--- config.mk ---
export PLATFORM = sky130hd
export DESIGN_NAME = mem_access_flat
export DESIGN_NICKNAME = d
export VERILOG_FILES = /design/src/rtl/mem_pkg.sv /design/src/rtl/mem_access_if.sv /design/src/rtl/load_align.sv /design/src/rtl/mem_access.sv /design/src/flat_wrapper.sv
export SDC_FILE = /design/constraint.sdc
export NUM_CORES = 1
export LEC_CHECK = 0
export ABC_AREA = 1
export CAP_MARGIN = 20
export CELL_PAD_IN_SITES_DETAIL_PLACEMENT = 1
export CELL_PAD_IN_SITES_GLOBAL_PLACEMENT = 1
export CORE_AREA = 4 4 167 210
export CTS_CLUSTER_DIAMETER = 30
export CTS_CLUSTER_SIZE = 10
export DETAILED_ROUTE_END_ITERATION = 6
export DIE_AREA = 0 0 171 214
export PLACE_DENSITY = 0.78
export SLEW_MARGIN = 10
export SYNTH_ARGS = -nofsm -noshare
export SYNTH_HDL_FRONTEND = slang
export SYNTH_SLANG_ARGS = --single-unit
--- constraint.sdc ---
create_clock -name clk -period 2.5 [get_ports clk]
set_input_delay 0.5 -clock clk [delete_from_list [all_inputs] [get_ports clk]]
set_output_delay 0.5 -clock clk [all_outputs]
set_load 0.03 [all_outputs]
--- src/rtl/mem_pkg.sv ---
// Shared types, codes and helpers for the EX/MEM data-memory access stage.
package mem_pkg;

  localparam int unsigned XLEN  = 32;
  localparam int unsigned REG_W = 5;
  localparam int unsigned BE_W  = XLEN / 8;

  typedef enum logic {
    IDLE   = 1'b0,
    ACCESS = 1'b1
  } state_t;

  localparam logic [2:0] WSEL_ALU  = 3'd0;
  localparam logic [2:0] WSEL_LOAD = 3'd1;
  localparam logic [2:0] WSEL_PC4  = 3'd2;
  localparam logic [2:0] WSEL_IMM  = 3'd3;

  localparam logic [2:0] F3_LB  = 3'b000;
  localparam logic [2:0] F3_LH  = 3'b001;
  localparam logic [2:0] F3_LW  = 3'b010;
  localparam logic [2:0] F3_LBU = 3'b100;
  localparam logic [2:0] F3_LHU = 3'b101;

  // Access size is the low two funct3 bits for both loads and stores
  localparam logic [1:0] SZ_B = F3_LB[1:0];
  localparam logic [1:0] SZ_H = F3_LH[1:0];
  localparam logic [1:0] SZ_W = F3_LW[1:0];

  function automatic logic misaligned(input logic [2:0] f3, input logic [1:0] a);
    case (f3[1:0])
      SZ_H:    return a[0];
      SZ_W:    return a != 2'b00;
      default: return 1'b0;
    endcase
  endfunction

  function automatic logic [BE_W-1:0] byte_en(input logic [2:0] f3, input logic [1:0] a);
    case (f3[1:0])
      SZ_B:    return BE_W'(4'b0001 << a);
      SZ_H:    return a[1] ? 4'b1100 : 4'b0011;
      default: return 4'b1111;
    endcase
  endfunction

  function automatic logic [XLEN-1:0] lane_data(input logic [2:0] f3, input logic [XLEN-1:0] d);
    case (f3[1:0])
      SZ_B:    return {4{d[7:0]}};
      SZ_H:    return {2{d[15:0]}};
      default: return d;
    endcase
  endfunction

  function automatic logic [XLEN-1:0] wb_mux(input logic [2:0] sel, input logic [XLEN-1:0] alu,
                                             input logic [XLEN-1:0] ld, input logic [XLEN-1:0] pc4,
                                             input logic [XLEN-1:0] imm);
    case (sel)
      WSEL_ALU:  return alu;
      WSEL_LOAD: return ld;
      WSEL_PC4:  return pc4;
      WSEL_IMM:  return imm;
      default:   return '0;
    endcase
  endfunction

endpackage

--- src/rtl/mem_access_if.sv ---
// Data-RAM request/response bus between the access stage (master) and the RAM (slave).
interface mem_access_if;
  import mem_pkg::*;

  logic             dm_req;
  logic             dm_we;
  logic [XLEN-1:0]  dm_addr;
  logic [BE_W-1:0]  dm_be;
  logic [XLEN-1:0]  dm_wdata;
  logic             dm_ack;
  logic [XLEN-1:0]  dm_rdata;

  modport master (output dm_req, dm_we, dm_addr, dm_be, dm_wdata, input dm_ack, dm_rdata);
  modport slave  (input dm_req, dm_we, dm_addr, dm_be, dm_wdata, output dm_ack, dm_rdata);

endinterface

--- src/rtl/load_align.sv ---
// Combinational load lane extract and sign/zero extension by address offset and funct3.
module load_align
  import mem_pkg::*;
(
  input  logic [XLEN-1:0] rdata,
  input  logic [1:0]      lo,
  input  logic [2:0]      funct3,
  output logic [XLEN-1:0] data_c
);

  logic [7:0]  b;
  logic [15:0] h;

  always_comb begin
    case (lo)
      2'd0:    b = rdata[7:0];
      2'd1:    b = rdata[15:8];
      2'd2:    b = rdata[23:16];
      default: b = rdata[31:24];
    endcase
    h = lo[1] ? rdata[31:16] : rdata[15:0];
    case (funct3)
      F3_LB:   data_c = {{24{b[7]}}, b};
      F3_LBU:  data_c = {24'h0, b};
      F3_LH:   data_c = {{16{h[15]}}, h};
      F3_LHU:  data_c = {16'h0, h};
      F3_LW:   data_c = rdata;
      default: data_c = rdata;
    endcase
  end

endmodule

--- src/rtl/mem_access.sv ---
// EX/MEM data-memory access stage: issues RAM requests, aligns loads, registers writeback.
// Optional MEM_TIMEOUT_EN aborts an access after TIMEOUT_CYC cycles without dm_ack.
module mem_access
  import mem_pkg::*;
#(
  parameter int unsigned TIMEOUT_CYC = 16
) (
  input  logic             clk,
  input  logic             rst_n,
  input  logic             in_valid,
  input  logic [XLEN-1:0]  alu_c_i,
  input  logic [XLEN-1:0]  rD2_i,
  input  logic [XLEN-1:0]  imm_i,
  input  logic [XLEN-1:0]  pc4_i,
  input  logic             ram_we_i,
  input  logic             ram_re_i,
  input  logic [2:0]       funct3_i,
  input  logic             rf_we_i,
  input  logic [2:0]       rf_wsel_i,
  input  logic [REG_W-1:0] wR_i,
  mem_access_if.master     dm,
  output logic             stall_o,
  output logic             wb_valid_o,
  output logic             wb_we_o,
  output logic [REG_W-1:0] wb_wR_o,
  output logic [XLEN-1:0]  wb_wD_o,
  output logic             err_o
);

  state_t state, state_n;

  logic [XLEN-1:0]  c_alu, c_alu_n, c_imm, c_imm_n, c_pc4, c_pc4_n;
  logic [2:0]       c_f3, c_f3_n, c_wsel, c_wsel_n;
  logic             c_st, c_st_n, c_rf_we, c_rf_we_n;
  logic [REG_W-1:0] c_wr, c_wr_n;

  logic             req_q, req_n, we_q, we_n;
  logic [XLEN-1:0]  addr_q, addr_n, wdata_q, wdata_n;
  logic [BE_W-1:0]  be_q, be_n;

  logic             wb_valid_n, wb_we_n, err_n;
  logic [REG_W-1:0] wb_wr_n;
  logic [XLEN-1:0]  wb_wd_n;

  logic             is_mem, mis, tmo_hit;
  logic [XLEN-1:0]  ld_data_c;

  assign is_mem = ram_we_i | ram_re_i;
  assign mis    = misaligned(funct3_i, alu_c_i[1:0]);

  load_align u_load_align (
    .rdata  (dm.dm_rdata),
    .lo     (c_alu[1:0]),
    .funct3 (c_f3),
    .data_c (ld_data_c)
  );

`ifdef MEM_TIMEOUT_EN
  localparam int unsigned CNT_W = $clog2(TIMEOUT_CYC + 1);
  logic [CNT_W-1:0] cnt, cnt_n;
  assign tmo_hit = (state == ACCESS) && !dm.dm_ack && (cnt == CNT_W'(TIMEOUT_CYC - 1));
`else
  assign tmo_hit = 1'b0 && (TIMEOUT_CYC == 0);
`endif

  // The aborting cycle releases the stall so upstream retires the failed entry
  assign stall_o = rst_n & (((state == IDLE) & in_valid & is_mem & ~mis) |
                            ((state == ACCESS) & ~dm.dm_ack & ~tmo_hit));

  assign dm.dm_req   = req_q;
  assign dm.dm_we    = we_q;
  assign dm.dm_addr  = addr_q;
  assign dm.dm_be    = be_q;
  assign dm.dm_wdata = wdata_q;

  always_ff @(posedge clk or negedge rst_n) begin
    if (!rst_n) state <= IDLE;
    else        state <= state_n;
  end

  // Next state, captured entry, RAM bus and writeback
  always_comb begin
    state_n    = state;
    c_alu_n    = c_alu;
    c_imm_n    = c_imm;
    c_pc4_n    = c_pc4;
    c_f3_n     = c_f3;
    c_wsel_n   = c_wsel;
    c_st_n     = c_st;
    c_rf_we_n  = c_rf_we;
    c_wr_n     = c_wr;
    req_n      = req_q;
    we_n       = we_q;
    addr_n     = addr_q;
    be_n       = be_q;
    wdata_n    = wdata_q;
    wb_valid_n = 1'b0;
    wb_we_n    = 1'b0;
    wb_wr_n    = wb_wR_o;
    wb_wd_n    = wb_wD_o;
    err_n      = 1'b0;
`ifdef MEM_TIMEOUT_EN
    cnt_n      = cnt;
`endif
    case (state)
      IDLE: begin
        if (in_valid && is_mem && !mis) begin
          state_n   = ACCESS;
          c_alu_n   = alu_c_i;
          c_imm_n   = imm_i;
          c_pc4_n   = pc4_i;
          c_f3_n    = funct3_i;
          c_wsel_n  = rf_wsel_i;
          c_st_n    = ram_we_i;
          c_rf_we_n = rf_we_i;
          c_wr_n    = wR_i;
          req_n     = 1'b1;
          we_n      = ram_we_i;
          addr_n    = {alu_c_i[XLEN-1:2], 2'b00};
          be_n      = byte_en(funct3_i, alu_c_i[1:0]);
          wdata_n   = lane_data(funct3_i, rD2_i);
`ifdef MEM_TIMEOUT_EN
          cnt_n     = '0;
`endif
        end else if (in_valid && is_mem) begin
          wb_valid_n = 1'b1;
          wb_wr_n    = wR_i;
          wb_wd_n    = '0;
          err_n      = 1'b1;
        end else if (in_valid) begin
          wb_valid_n = 1'b1;
          wb_we_n    = rf_we_i && (wR_i != '0);
          wb_wr_n    = wR_i;
          wb_wd_n    = wb_mux(rf_wsel_i, alu_c_i, '0, pc4_i, imm_i);
        end
      end
      ACCESS: begin
        if (dm.dm_ack) begin
          state_n    = IDLE;
          req_n      = 1'b0;
          we_n       = 1'b0;
          wb_valid_n = 1'b1;
          wb_we_n    = c_rf_we && !c_st && (c_wr != '0);
          wb_wr_n    = c_wr;
          wb_wd_n    = wb_mux(c_wsel, c_alu, ld_data_c, c_pc4, c_imm);
        end else if (tmo_hit) begin
          state_n    = IDLE;
          req_n      = 1'b0;
          we_n       = 1'b0;
          wb_valid_n = 1'b1;
          wb_wr_n    = c_wr;
          wb_wd_n    = '0;
          err_n      = 1'b1;
        end else begin
`ifdef MEM_TIMEOUT_EN
          cnt_n = cnt + CNT_W'(1);
`endif
        end
      end
    endcase
  end

  always_ff @(posedge clk or negedge rst_n) begin
    if (!rst_n) begin
      c_alu      <= '0;
      c_imm      <= '0;
      c_pc4      <= '0;
      c_f3       <= '0;
      c_wsel     <= '0;
      c_st       <= 1'b0;
      c_rf_we    <= 1'b0;
      c_wr       <= '0;
      req_q      <= 1'b0;
      we_q       <= 1'b0;
      addr_q     <= '0;
      be_q       <= '0;
      wdata_q    <= '0;
      wb_valid_o <= 1'b0;
      wb_we_o    <= 1'b0;
      wb_wR_o    <= '0;
      wb_wD_o    <= '0;
      err_o      <= 1'b0;
`ifdef MEM_TIMEOUT_EN
      cnt        <= '0;
`endif
    end else begin
      c_alu      <= c_alu_n;
      c_imm      <= c_imm_n;
      c_pc4      <= c_pc4_n;
      c_f3       <= c_f3_n;
      c_wsel     <= c_wsel_n;
      c_st       <= c_st_n;
      c_rf_we    <= c_rf_we_n;
      c_wr       <= c_wr_n;
      req_q      <= req_n;
      we_q       <= we_n;
      addr_q     <= addr_n;
      be_q       <= be_n;
      wdata_q    <= wdata_n;
      wb_valid_o <= wb_valid_n;
      wb_we_o    <= wb_we_n;
      wb_wR_o    <= wb_wr_n;
      wb_wD_o    <= wb_wd_n;
      err_o      <= err_n;
`ifdef MEM_TIMEOUT_EN
      cnt        <= cnt_n;
`endif
    end
  end

endmodule

--- src/flat_wrapper.sv ---
// flat-port wrapper written by rule: the top's interface ports become plain ports
module mem_access_flat import mem_pkg::*;
#(
  parameter int unsigned TIMEOUT_CYC = 16
)
  (clk, rst_n, in_valid, alu_c_i, rD2_i, imm_i, pc4_i, ram_we_i, ram_re_i, funct3_i, rf_we_i, rf_wsel_i, wR_i, stall_o, wb_valid_o, wb_we_o, wb_wR_o, wb_wD_o, err_o, dm_dm_req, dm_dm_we, dm_dm_addr, dm_dm_be, dm_dm_wdata, dm_dm_ack, dm_dm_rdata);
  mem_access_if dm_i ();
  input  logic clk;
  input  logic rst_n;
  input  logic in_valid;
  input  logic [XLEN-1:0] alu_c_i;
  input  logic [XLEN-1:0] rD2_i;
  input  logic [XLEN-1:0] imm_i;
  input  logic [XLEN-1:0] pc4_i;
  input  logic ram_we_i;
  input  logic ram_re_i;
  input  logic [2:0] funct3_i;
  input  logic rf_we_i;
  input  logic [2:0] rf_wsel_i;
  input  logic [REG_W-1:0] wR_i;
  output logic stall_o;
  output logic wb_valid_o;
  output logic wb_we_o;
  output logic [REG_W-1:0] wb_wR_o;
  output logic [XLEN-1:0] wb_wD_o;
  output logic err_o;
  output wire logic [$bits(dm_i.dm_req)-1:0] dm_dm_req;
  output wire logic [$bits(dm_i.dm_we)-1:0] dm_dm_we;
  output wire logic [$bits(dm_i.dm_addr)-1:0] dm_dm_addr;
  output wire logic [$bits(dm_i.dm_be)-1:0] dm_dm_be;
  output wire logic [$bits(dm_i.dm_wdata)-1:0] dm_dm_wdata;
  input wire logic [$bits(dm_i.dm_ack)-1:0] dm_dm_ack;
  input wire logic [$bits(dm_i.dm_rdata)-1:0] dm_dm_rdata;
  assign dm_dm_req = dm_i.dm_req;
  assign dm_dm_we = dm_i.dm_we;
  assign dm_dm_addr = dm_i.dm_addr;
  assign dm_dm_be = dm_i.dm_be;
  assign dm_dm_wdata = dm_i.dm_wdata;
  assign dm_i.dm_ack = dm_dm_ack;
  assign dm_i.dm_rdata = dm_dm_rdata;
  mem_access #(.TIMEOUT_CYC(TIMEOUT_CYC)) u_core (.clk(clk), .rst_n(rst_n), .in_valid(in_valid), .alu_c_i(alu_c_i), .rD2_i(rD2_i), .imm_i(imm_i), .pc4_i(pc4_i), .ram_we_i(ram_we_i), .ram_re_i(ram_re_i), .funct3_i(funct3_i), .rf_we_i(rf_we_i), .rf_wsel_i(rf_wsel_i), .wR_i(wR_i), .dm(dm_i), .stall_o(stall_o), .wb_valid_o(wb_valid_o), .wb_we_o(wb_we_o), .wb_wR_o(wb_wR_o), .wb_wD_o(wb_wD_o), .err_o(err_o));
endmodule
==> impl_metrics.py <==
metrics = {
    "route": {
        "drc_errors": 0,
        "drt_iter0_drc": 333,
        "drt_pass1_iterations": 4,
        "routedWlPerCell_um": 18.5,
        "viasPerCell": 4.86,
        "routed_wl_um": 38300,
        "vias": 10089,
        "postRouteAntennaNets": 0,
    },
    "status": {
        "status": "finished clean",
    },
    "synth": {
        "synth_flop_cell": "dfrtp_1",
        "synth_edf_count": 0,
        "synth-seq-area-share": 0.464,
        "synthCells": 1396,
        "synthTopCellsByArea": "dfrtp_1, nand2_1, o21ai_0",
        "synth_cell_types": 31,
        "postSynth.asyncResetShare": 1.00,
        "ys_warn_count": 0,
        "avgSynthCellArea_um2": 7.26,
        "yosysTopAreaCell": "dfrtp_1",
        "syn-cell-area_um2": 10100,
        "synth_top_area_frac": 0.464,
        "ys_ff_latch": 188,
    },
    "worst_setup_path": {
        "cp_top_family": "buffers and inverters",
        "arrival_ps": 1800,
        "critPathLaunch": "alu_c_i[0]",
        "worstReg2RegStart": "u_core.c_f3[0]",
        "path_cells": "clkdlybuf4s50_1 > inv_1 > o21bai_2 > nand3_2 > nand2_4 > a21boi_4 > buf_6",
        "path_buf_inv": 3,
        "critPathRequiredTime_ps": 2000,
        "crit_type": "input port to output port",
        "cp_max_fo": 4,
        "cp_slowest_stage_delay_ps": 590,
        "cp-end-kind": "output port",
        "worstSetupStartpointType": "input port",
        "critPathSlowestCell": "clkdlybuf4s50_1",
    },
    "power": {
        "power_mw": 12.8,
        "vdd_ir_drop_max_mv": 0.452,
        "pwr-share-seq": 0.346,
        "switchingPower_mw": 5.08,
        "switching_share": 0.396,
        "pwr-share-comb": 0.414,
        "powerDensity_nw_per_um2": 911,
        "clkPwrFrac": 0.240,
        "intPower_mw": 7.74,
        "leakagePower_nw": 6.57,
    },
    "global_route": {
        "grt_pass1_vias": 11043,
        "grt_antenna_before_repair": 6,
        "grt_max_degree": 119,
        "grt_overflow": 0,
        "grt_pass1_wl_um": 60400,
        "grt_usage": 0.208,
    },
    "timing": {
        "hold_viol": 0,
        "post-route-period-util": 0.920,
        "fmax_mhz": 435,
        "final_max_slew_viol_count": 0,
        "rsz0062_at_grt": "false",
        "relSlewSlack": 0.547,
        "skew_ps": 10.3,
        "finalCriticalPeriod_ps": 2300,
        "setup_viol": 0,
        "worst_slew_pin_slew_ps": 679,
    },
    "clock_tree": {
        "cts_buffer_depth": 2,
        "numCtsBuffers": 17,
        "clk_latency_ps": 440,
        "cts-root-buf": "clkbuf_16",
        "cts.sinks": 188,
        "cts_tree": "built",
        "path_clk_slew_ps": 80,
        "cts_max_level": 4,
    },
    "final_layout": {
        "multi_input_area_um2": 4190,
        "drive_gt1_frac": 0.0602,
        "fillers": 4084,
        "nNetsFinal": 1813,
        "area_growth_pct": 38.9,
        "post-route-cell-area_um2": 14100,
        "layout.area.seq_um2": 4710,
    },
    "floorplan": {
        "start_util": 0.305,
        "die-area_um2": 36600,
        "ioPinCount": 289,
        "core_area_um2": 33200,
        "die_y_um": 214,
        "rows": 75,
        "die_w_um": 171,
    },
    "run": {
        "maxCapViolCount": 0,
    },
    "placed_design": {
        "dp_hpwl_um": 28300,
        "io_buffer_count": 286,
        "gp_congestion": 0.837,
        "place_area_um2": 13400,
    },
    "worst_hold_path": {
        "holdCritStartpoint": "funct3_i[0]",
        "hp-class": "input port to flip-flop",
    },
}
worst register-to-register path: stages, from the launching register on:
cell and delay (ps):
dfrtp_1 490, inv_2 120, nand2_1 130, nor2_4 210, nand2_1 70, nand2_1 100, nand2_2 60, nand2_2 230
nand2_1 210, nand2_1 100, nand2_1 70, a21oi_2 140
registers in the layout (all words and copies together) (netlist names), 3 cells and up:
register            flops
u_core.dm.dm_wdata     32
u_core.c_pc4           32
u_core.dm.dm_be         4
u_core.c_wr             5
u_core.c_f3             3
u_core.wb_wD_o         32
u_core.c_alu           32
u_core.c_imm           32
u_core.wb_wR_o          5
u_core.c_wsel           3
what timing repair did:
item,in CTS,in global routing
pin swaps,1,0
setup buffers,1,0
endpoints found under the hold margin,22,0
resized for setup,2,2
setup endpoints to repair,1,1
hold buffers,1,0
layout make-up:
type	instances	share of cell area
diodes	6	0.00107
clock buffers	19	0.0307
clock inverters	13	0.0150
inverters	181	0.0484
multi-input cells	921	0.298
flip-flops and latches	188	0.334
well taps	423	0.0376
repair buffers	323	0.235
cell usage after synthesis, types with 2 or more instances:
| cell | n |
|---|---|
| o211ai_1 | 40 |
| nor3_1 | 7 |
| a21oi_1 | 86 |
| buf_6 | 6 |
| nor2_1 | 94 |
| nand2_1 | 463 |
| or2_2 | 3 |
| inv_2 | 7 |
| o21ai_0 | 148 |
| a21oi_2 | 4 |
| nand3_1 | 15 |
| buf_2 | 25 |
| nand2_2 | 3 |
| ha_1 | 3 |
| clkbuf_1 | 40 |
| inv_1 | 172 |
| o311ai_0 | 4 |
| buf_1 | 3 |
| a31oi_1 | 7 |
| nor2_4 | 2 |
| o22ai_1 | 35 |
| buf_4 | 33 |
| dfrtp_1 | 188 |
per-layer routing:
layer,part of all wire,global-route usage
met1,0.41,0.249
met2,0.51,0.368
met3,0.061,0.0548
met4,0.015,0.0555
met5,0.00052,0
power groups by stage:
stage          Sequential, mW  Clock (mW)  Combinational [mW]
2_1_floorplan            5.13           0                2.46
3_3_place_gp             4.45           0                5.21
3_5_place_dp             4.49           0                5.34
4_1_cts                  4.44        3.17                5.38
5_1_grt                  4.54        3.28                5.81
6_report                 4.44        3.08                5.30
worst paths after layout:
kind	endpoint	slack, ps	depth (start not counted)
worst max register to register	u_core.wb_wD_o[28]	490	11
min in group asynchronous	u_core.c_imm[26]	530	2
max in group asynchronous	u_core.dm.dm_wdata[14]	1000	3
worst min register to register	u_core.c_pc4[19]	490	2
worst max-delay path	stall_o	200	7
worst min-delay path	u_core.c_f3[0]	420	3
per-stage QoR:
| stage | cells | TNS, ps | setup WS [ps] | utilization | hold WS, ps |
|---|---|---|---|---|---|
| 2_1_floorplan | 1397 | 0 | 22.5 | - | 204 |
| 3_3_place_gp | 2034 | 0 | 28.9 | 0.403 | 414 |
| 3_5_place_dp | 2034 | -2830 | -111 | 0.403 | 418 |
| 4_1_cts | 2068 | 0 | 39.6 | 0.423 | 494 |
| 5_1_grt | 2074 | 0 | 132 | 0.424 | 452 |
| 6_report | 2074 | 0 | 199 | 0.424 | 425 |
kinds of logic after synthesis:
family / after synthesis / share of synthesized area
AND/OR/NAND/NOR: 590 / 0.226
AO/OA/AOI/OAI: 326 / 0.180
buffers and inverters: 288 / 0.127
flip-flops: 188 / 0.464
adder cells (fa/ha/maj): 3 / 0.00370
other: 1 / 0.000370
placed cells by master, fill, tap and decap left out, types with 2 or more instances in the layout:
| master | count |
|---|---|
| o211ai_1 | 40 |
| inv_1 | 171 |
| nand3_1 | 13 |
| a31oi_1 | 7 |
| inv_6 | 3 |
| buf_4 | 23 |
| inv_2 | 8 |
| clkbuf_16 | 17 |
| conb_1 | 2 |
| dfrtp_1 | 187 |
| o22ai_1 | 35 |
| o21ai_0 | 148 |
| a21oi_1 | 86 |
| nand2_2 | 3 |
| buf_12 | 13 |
| nand3_2 | 3 |
| clkbuf_1 | 2 |
| bufinv_16 | 5 |
| ha_1 | 3 |
| nor2_4 | 2 |
| clkinv_2 | 2 |
| nand2_1 | 463 |
| nor3_1 | 4 |
| nor3_2 | 3 |
| o311ai_0 | 4 |
| nor2_1 | 94 |
| or2_2 | 3 |
| clkinv_4 | 2 |
| clkdlybuf4s50_1 | 282 |
| a21oi_2 | 4 |
| diode_2 | 6 |
Note: power is estimated with default switching activity, not from simulation.
